File: src/rtl/pcie_dllp_crc16_engine.sv
`default_nettype none
// ============================================================================
// Module      : pcie_dllp_crc16_engine
// Description : Streaming CRC-16 generator/checker for PCIe DLLPs. Beats of
//               DATA_W bits pass through a single output register (latency 1)
//               while a 16-bit accumulator folds in every byte (byte 0 =
//               in_data MSB byte, LSB of each byte first). On the last beat of
//               a frame the bit-reversed, optionally complemented CRC is
//               presented on crc, and crc_ok reports the match against chk_crc.
// Ports       : clk, reset (sync, active-low)
//               in_valid/in_ready/in_first/in_last/in_data : input stream
//               chk_en/chk_crc : check-mode control, sampled with in_last
//               out_valid/out_ready/out_data/out_last      : output stream
//               crc/crc_ok     : result, valid with out_valid & out_last
//               seq_err        : one-cycle pulse on a framing violation
// Revision    : 1.0 - initial release
// ============================================================================
module pcie_dllp_crc16_engine #(
    parameter int          DATA_W     = 32,
    parameter logic [15:0] SEED       = 16'hFFFF,
    parameter logic [15:0] POLY       = 16'h100B,
    parameter bit          INVERT_OUT = 1'b1
) (
    input  logic              clk,
    input  logic              reset,
    input  logic              in_valid,
    output logic              in_ready,
    input  logic              in_first,
    input  logic              in_last,
    input  logic [DATA_W-1:0] in_data,
    input  logic              chk_en,
    input  logic [15:0]       chk_crc,
    output logic              out_valid,
    input  logic              out_ready,
    output logic [DATA_W-1:0] out_data,
    output logic              out_last,
    output logic [15:0]       crc,
    output logic              crc_ok,
    output logic              seq_err
);

    localparam int NBYTES = DATA_W / 8;

    typedef enum logic [0:0] {
        ST_IDLE = 1'b0,
        ST_ACC  = 1'b1
    } state_t;

    state_t              state_q,     state_d;
    logic [15:0]         acc_q,       acc_d;
    logic                out_valid_q, out_valid_d;
    logic [DATA_W-1:0]   out_data_q,  out_data_d;
    logic                out_last_q,  out_last_d;
    logic [15:0]         crc_q,       crc_d;
    logic                crc_ok_q,    crc_ok_d;
    logic                seq_err_q,   seq_err_d;

    logic                accept;
    logic [15:0]         acc_start;
    logic [15:0]         acc_next;
    logic [15:0]         crc_next;

    // Fold a whole beat into the accumulator, byte 0 (MSB byte) first and
    // bit 0 of each byte first, one LFSR step per bit.
    function automatic logic [15:0] crc_beat(input logic [15:0]       acc_in,
                                             input logic [DATA_W-1:0] data);
        logic [15:0] a;
        logic        fb;
        a = acc_in;
        for (int b = 0; b < NBYTES; b++) begin
            for (int i = 0; i < 8; i++) begin
                fb = a[15] ^ data[DATA_W - 8 - 8*b + i];
                a  = {a[14:0], 1'b0} ^ (fb ? POLY : 16'h0000);
            end
        end
        return a;
    endfunction

    // Bit-reverse each byte of the accumulator so the CRC goes out in the
    // same LSB-first wire order as the payload.
    function automatic logic [15:0] crc_final(input logic [15:0] a);
        logic [15:0] r;
        for (int k = 0; k < 2; k++) begin
            for (int i = 0; i < 8; i++) begin
                r[8*k + i] = a[8*k + 7 - i];
            end
        end
        return INVERT_OUT ? ~r : r;
    endfunction

    assign in_ready  = !out_valid_q || out_ready;
    assign accept    = in_valid && in_ready;

    // in_first always restarts from SEED, even when a frame is still open.
    assign acc_start = in_first ? SEED : acc_q;
    assign acc_next  = crc_beat(acc_start, in_data);
    assign crc_next  = crc_final(acc_next);

    always_comb begin
        state_d     = state_q;
        acc_d       = acc_q;
        out_valid_d = out_valid_q && !out_ready;
        out_data_d  = out_data_q;
        out_last_d  = out_last_q;
        crc_d       = crc_q;
        crc_ok_d    = crc_ok_q;
        seq_err_d   = 1'b0;

        if (accept) begin
            if (!in_first && (state_q == ST_IDLE)) begin
                // Orphan beat: flag it and drop it without touching acc.
                seq_err_d = 1'b1;
            end else begin
                // A new in_first while a frame is open abandons that frame.
                if (in_first && (state_q == ST_ACC)) begin
                    seq_err_d = 1'b1;
                end
                acc_d       = acc_next;
                out_valid_d = 1'b1;
                out_data_d  = in_data;
                out_last_d  = in_last;
                if (in_last) begin
                    state_d  = ST_IDLE;
                    crc_d    = crc_next;
                    crc_ok_d = chk_en ? (crc_next == chk_crc) : 1'b1;
                end else begin
                    state_d  = ST_ACC;
                end
            end
        end
    end

    always_ff @(posedge clk) begin
        if (!reset) begin
            state_q     <= ST_IDLE;
            acc_q       <= SEED;
            out_valid_q <= 1'b0;
            out_data_q  <= '0;
            out_last_q  <= 1'b0;
            crc_q       <= 16'h0000;
            crc_ok_q    <= 1'b0;
            seq_err_q   <= 1'b0;
        end else begin
            state_q     <= state_d;
            acc_q       <= acc_d;
            out_valid_q <= out_valid_d;
            out_data_q  <= out_data_d;
            out_last_q  <= out_last_d;
            crc_q       <= crc_d;
            crc_ok_q    <= crc_ok_d;
            seq_err_q   <= seq_err_d;
        end
    end

    assign out_valid = out_valid_q;
    assign out_data  = out_data_q;
    assign out_last  = out_last_q;
    assign crc       = crc_q;
    assign crc_ok    = crc_ok_q;
    assign seq_err   = seq_err_q;

endmodule
`default_nettype wire
File: config.mk
export PLATFORM = sky130hd
export DESIGN_NAME = pcie_dllp_crc16_engine
export DESIGN_NICKNAME = d
export VERILOG_FILES = /design/src/rtl/pcie_dllp_crc16_engine.sv
export SDC_FILE = /design/constraint.sdc
export NUM_CORES = 1
export LEC_CHECK = 0
export CAP_MARGIN = 20
export CORE_ASPECT_RATIO = 2
export CORE_UTILIZATION = 40
export CTS_CLUSTER_DIAMETER = 50
export DETAILED_ROUTE_END_ITERATION = 7
export PLACE_DENSITY_LB_ADDON = 0.05
export SLEW_MARGIN = 25
export SYNTH_ARGS = -nofsm -noshare
export SYNTH_HDL_FRONTEND = slang
export SYNTH_SLANG_ARGS = --single-unit
File: constraint.sdc
create_clock -name clk -period 10.05 [get_ports clk]
set_clock_uncertainty 0.2 [all_clocks]
set_input_delay 2.01 -clock clk [delete_from_list [all_inputs] [get_ports clk]]
set_output_delay 2.01 -clock clk [all_outputs]
set_load 0.03 [all_outputs]
==> flow_metrics.tcl, run 1 <==
set metrics [dict create \
    tritoncts_clock_tree "yes" \
    mean_syn_cell_area_sq_um 9.33 \
    flow.area_growth_from_synthesis_pct 31.7 \
    synth_edf_count 0 \
    clock_transition_at_path_regs_ns 0.06 \
    critical_path.startpoint_type "primary input" \
    drt_first_pass_iters 4 \
    floorplan.die_area_sq_um 11800 \
    synthesis.instances 487 \
    wire_length_of_the_first_global_routing_pass_um 19500 \
    grt_start_max_net_pins 70 \
    hpwlAfterDp_um 9340 \
    post-route-min-period_ns 6.14 \
    synth-warning-count 0 \
    drv_slew 0 \
    leading_cell_types_by_count_after_synthesis "sky130_fd_sc_hd__nand2_1 (118), sky130_fd_sc_hd__xnor2_1 (85), sky130_fd_sc_hd__dfxtp_1 (69)" \
    tightestPinTransition_ns 0.714 \
    port_buffers 107 \
    synth-adder-area-share 0.00275 \
    seq_area_frac_synth 0.304 \
    synth_cell_types 37 \
    first_global_vias 3625 \
    synth.cell_area_sq_um 4550 \
    per_cell_routed_wire_length_um 17.1 \
    antenna_cells_inserted 0 \
    vertical_die_dimension_um 153 \
    start_util 0.413 \
    worstSkewPairLatency_ns 0.34 \
    cp_cell_sequence "clkdlybuf4s50_1 > nor2_1 > xor3_1 > xor3_1 > xnor2_1 > xnor3_1 > xnor2_1 > xor2_1 > nand4_1 > nor4_1 > a31o_1" \
    netlist.top_cell.by_area "sky130_fd_sc_hd__dfxtp_1" \
    drt-total-wl_um 12300 \
    postRouteAntennaNets 0 \
    synthesis.nets 543 \
    number_of_max_cap_violations 0 \
    cts-hold-fix-buffers 0 \
    cp-startpoint "in_first" \
    via_per_inst 4.79 \
    worst_hold_class "register to register" \
    rsz0062_at_grt "no" \
    cts_setup_buffers 0 \
    synth_top_family_by_area "XOR/XNOR gates" \
    finalSetupViolations 0 \
    ys_ff_latch 69 \
    ff2ff_path_depth 11 \
    synthDominantCellAreaShare 0.304 \
    max_stage_delay_on_crit_path_ns 0.71 \
    cpMaxStageDelayCell "sky130_fd_sc_hd__clkdlybuf4s50_1" \
    rows 54 \
    dominantRegCellSynth "sky130_fd_sc_hd__dfxtp_1" \
    post_synth_and_or_nand_nor_area_fraction 0.160 \
    layout-drive-gt1-share 0.0756 \
    cts_root_buffer "sky130_fd_sc_hd__clkbuf_16" \
    path_max_fanout 17 \
    grt.overflow.total 0 \
    timing.rr.end "crc_ok" \
    critical_path.top_delay_family "XOR/XNOR gates" \
    die_w_um 77.4 \
    synth.most_common_cell "sky130_fd_sc_hd__nand2_1" \
    dr_total_vias 3455 \
    relative_slew_slack 0.521 \
    finalHoldViolations 0 \
    worst-endpoint-arrival_ns 6.23 \
    synth-async-reset-ratio 0 \
    numCtsBuffers 9 \
    setup.reg_to_reg.worst_slack_ns 5.90 \
    post-route-drc-count 0 \
    xor_xnor_fraction_of_synth_area 0.403 \
    gr-usage-all-layers 0.221 \
    ctsResizeCount 0 \
    clock_buffer_depth 2 \
    criticalPathCategory "primary input to register" \
    clock_tree.htree_level_count 3 \
    critPathBufInv 1 \
    crit_cells 11 \
    cp-end-kind "register" \
    cts_sinks 69 \
    fmax_ghz 0.163 \
    worst-endpoint-required_ns 10.14 \
    final_weighted_congestion_in_routability_driven_placement 0.849 \
    drt-initial-drc-count 126 \
    synth.mux.area_fraction 0 \
    setup_tns_ns 0 \
    reg2reg_from "acc_q[12]" \
    boundaryPins 108 \
    synth_compound_area_frac 0.0996 \
    initial_antenna_violation_count 0 \
    timing.critical_path.to "crc_ok" \
    finalNetCount 633 \
    finalCritPeriodShare 0.611 \
    outcome "finished clean" \
    synth.area.top_cells "sky130_fd_sc_hd__dfxtp_1 (30%), sky130_fd_sc_hd__xnor2_1 (16%), sky130_fd_sc_hd__nand2_1 (9.7%)" \
    placeableCoreArea_sq_um 11000 \
]
-- stage by stage --
| step | worst slack [ns] | utilization | cells | hold slack [ns] | instance area (sq um) |
|---|---|---|---|---|---|
| after CTS | 3.89 | 0.543 | 722 | 0.265 | 5980 |
| after detailed placement | 3.55 | 0.515 | 706 | 0.258 | 5680 |
| after global placement | 3.58 | 0.515 | 706 | 0.251 | 5680 |
| after floorplan | 4.79 | - | 487 | 0.241 | 4550 |
| after global routing | 3.64 | 0.544 | 722 | 0.280 | 5990 |
| final | 3.91 | 0.544 | 722 | 0.261 | 5990 |
-- worst min-delay path: cells and delay by family (launching register included) --
kind               cells  cell delay (ns)
DFF                    1             0.31
AOI/OAI and AO/OA      1             0.06
and+or+nand+nor        1             0.04
-- state kept, by name (all words and copies together), names as in the netlist --
signal     count
state_q        1
out_data      32
out_valid      1
seq_err        1
acc_q         16
crc_ok         1
crc           16
out_last       1
-- how the worst min path moves through the flow --
stage               depth (start not counted)      endpoint          from
finish                                      2   out_data[5]   out_data[5]
global route                                2   out_data[8]   out_data[8]
CTS                                         2   out_data[8]   out_data[8]
detailed placement                          2   out_data[8]   out_data[8]
global placement                            2  out_data[27]  out_data[27]
floorplan                                   2      acc_q[3]      acc_q[3]
-- metal layers --
metal	part of all wire	GRT usage	wire, um	vias up
li1	-	-	-	1751
met1	0.37	0.222	4610	1607
met2	0.57	0.425	7020	81
met3	0.031	0.0479	381	16
met4	0.027	0.0845	333	0
met5	0	0	0	-
-- kinds of logic (layout without fill, tap and decap cells) --
kind of cell	Yosys count	after routing
adder cells (fa/ha/maj)	1	1
XOR/XNOR	151	151
buffers and inverters	32	127
AO/OA/AOI/OAI	62	62
flip-flops	69	69
AND/OR/NAND/NOR	172	172
-- final cells by class --
cell class | count | area [sq um]
inverters | 2 | 7.51
repair buffers | 109 | 1080
flip-flops and latches | 69 | 1380
clock inverters | 6 | 70.1
multi-input cells | 386 | 3030
well taps | 140 | 175
clock buffers | 10 | 239
fillers | 1045 | 5030
-- placed cells by master, fill, tap and decap left out, drive strengths merged, types with 2 or more instances in the layout --
| master | instances |
|---|---|
| nand3b | 2 |
| xnor3 | 24 |
| buf | 3 |
| and2 | 9 |
| xor3 | 4 |
| dfxtp | 69 |
| clkinv | 3 |
| a21boi | 36 |
| clkbuf | 10 |
| clkdlybuf4s50 | 106 |
| inv | 4 |
| a21oi | 2 |
| xor2 | 26 |
| nand2 | 118 |
| o211a | 8 |
| o211ai | 2 |
| xnor2 | 97 |
| o21ai | 11 |
| nand3 | 13 |
| nor2 | 22 |
Power of run 1 is not shown: default switching activity piles up to over one toggle a cycle in this logic, so the estimate is an artifact.
==> run 2, diff against run 1 <==
==> constraint.sdc (replaced) <==
create_clock -name clk -period 5.27 [get_ports clk]
set_clock_uncertainty 0.2 [all_clocks]
set_input_delay 1.054 -clock clk [delete_from_list [all_inputs] [get_ports clk]]
set_output_delay 1.054 -clock clk [all_outputs]
set_load 0.03 [all_outputs]
==> flow_metrics.tcl, run 2 (synthesis gave the netlist of run 1 again) <==
set metrics [dict create \
    outcome "finished clean" \
    number_of_max_cap_violations 0 \
    ctsResizeCount 0 \
    worst-endpoint-required_ns 5.35 \
    critical_path.top_delay_family "XOR/XNOR gates" \
    vertical_die_dimension_um 153 \
    rows 54 \
    boundaryPins 108 \
    clock_tree.htree_level_count 3 \
    drt_first_pass_iters 4 \
    cts_sinks 69 \
    clock_buffer_depth 2 \
    cpMaxStageDelayCell "sky130_fd_sc_hd__clkdlybuf4s50_1" \
    placeableCoreArea_sq_um 11000 \
    numCtsBuffers 9 \
    tightestPinTransition_ns 0.701 \
    largest_reg_flops 32 \
    per_cell_routed_wire_length_um 17.0 \
    reg2reg_from "acc_q[12]" \
    worst-endpoint-arrival_ns 4.97 \
    drv_slew 0 \
    drt-total-wl_um 12500 \
    min-delay-start "out_data[22]" \
    worstSkewPairLatency_ns 0.34 \
    floorplan.die_area_sq_um 11800 \
    worst_hold_class "register to register" \
    layout_common_cells "sky130_fd_sc_hd__nand2_1 (118), sky130_fd_sc_hd__clkdlybuf4s50_1 (106), sky130_fd_sc_hd__xnor2_1 (85), sky130_fd_sc_hd__dfxtp_1 (69), sky130_fd_sc_hd__a21boi_0 (36)" \
    criticalPathCategory "primary input to register" \
    grt_start_max_net_pins 69 \
    first_global_vias 3603 \
    relative_slew_slack 0.529 \
    die_w_um 77.4 \
    final_weighted_congestion_in_routability_driven_placement 0.925 \
    grt.overflow.total 0 \
    port_buffers 107 \
    cp-end-kind "register" \
    cts_root_buffer "sky130_fd_sc_hd__clkbuf_16" \
    path_max_fanout 13 \
    clock_transition_at_path_regs_ns 0.06 \
    rsz0062_at_grt "no" \
    dr_total_vias 3536 \
    cts-hold-fix-buffers 0 \
    wire_length_of_the_first_global_routing_pass_um 19600 \
    finalNetCount 648 \
    flow.area_growth_from_synthesis_pct 33.7 \
    tritoncts_clock_tree "yes" \
    critPathBufInv 1 \
    post-route-min-period_ns 4.89 \
    gr-usage-all-layers 0.222 \
    layout.cells.most_common "sky130_fd_sc_hd__nand2_1" \
    cts_setup_buffers 0 \
    setup_tns_ns 0 \
    via_per_inst 4.80 \
    antenna_cells_inserted 0 \
    hpwlAfterDp_um 9730 \
    post-route-drc-count 0 \
    finalSetupViolations 0 \
    max_stage_delay_on_crit_path_ns 0.65 \
    finalCritPeriodShare 0.927 \
    start_util 0.413 \
    cp_cell_sequence "clkdlybuf4s50_1 > nor2_1 > xor3_1 > xor3_1 > xnor2_1 > xnor3_1 > xnor2_1 > xor2_1 > nand4_1 > nor4_1 > a31o_1" \
    layout-drive-gt1-share 0.0988 \
    drt-initial-drc-count 124 \
    initial_antenna_violation_count 0 \
    critical_path.startpoint_type "primary input" \
    cp-startpoint "in_first" \
    finalHoldViolations 0 \
    fmax_ghz 0.205 \
    postRouteAntennaNets 0 \
]
[run 2: routing by layer]
layer  routed length (um)  track usage  vias up
met5                    0            0        -
met4                  258       0.0719        0
met3                  394       0.0407       16
met2                 7280        0.439       89
met1                 4570        0.223     1647
li1                     -            -     1784
[run 2: final timing paths]
path                       end  slack (ns)  cells after the start
setup / recovery        crc_ok        0.38                     11
hold / removal    out_data[22]        0.26                      2
setup reg to reg        crc_ok        1.28                     11
hold reg to reg   out_data[22]        0.26                      2
[run 2: area by class of cell]
class	instances	area [sq um]
Clock inverter	7	62.6
Multi-Input combinational cell	386	3030
Tap cell	140	175
Fill cell	1049	4930
Sequential cell	69	1380
Timing Repair Buffer	124	1190
Clock buffer	9	225
Inverter	2	7.51
[run 2: tightest hold or removal path: stages, from the launching register on]
cell and delay (ns):
sky130_fd_sc_hd__dfxtp_1 0.31, sky130_fd_sc_hd__nand2_1 0.04, sky130_fd_sc_hd__a21boi_0 0.06
[run 2: through the flow]
step | hold WS (ns) | utilization | cells | worst slack (ns) | instance area [sq um]
6_report | 0.262 | 0.552 | 737 | 0.383 | 6080
5_1_grt | 0.288 | 0.552 | 737 | 0.0813 | 6080
4_1_cts | 0.267 | 0.552 | 737 | 0.371 | 6080
3_5_place_dp | 0.259 | 0.526 | 721 | 0.0574 | 5790
3_3_place_gp | 0.250 | 0.526 | 721 | 0.107 | 5790
2_1_floorplan | 0.241 | - | 487 | 0.963 | 4550
Power of run 2 is left out for the same reason.
==> run 3, diff against run 2 <==
--- a/config.mk
+++ b/config.mk
@@ -15,3 +15,4 @@
 export SYNTH_ARGS = -nofsm -noshare
 export SYNTH_HDL_FRONTEND = slang
 export SYNTH_SLANG_ARGS = --single-unit
+export TNS_END_PERCENT = 5
==> results of run 3 <==
No change in the layout: final DEF, timing and power equal those of run 2.
Power of run 3 is left out for the same reason.
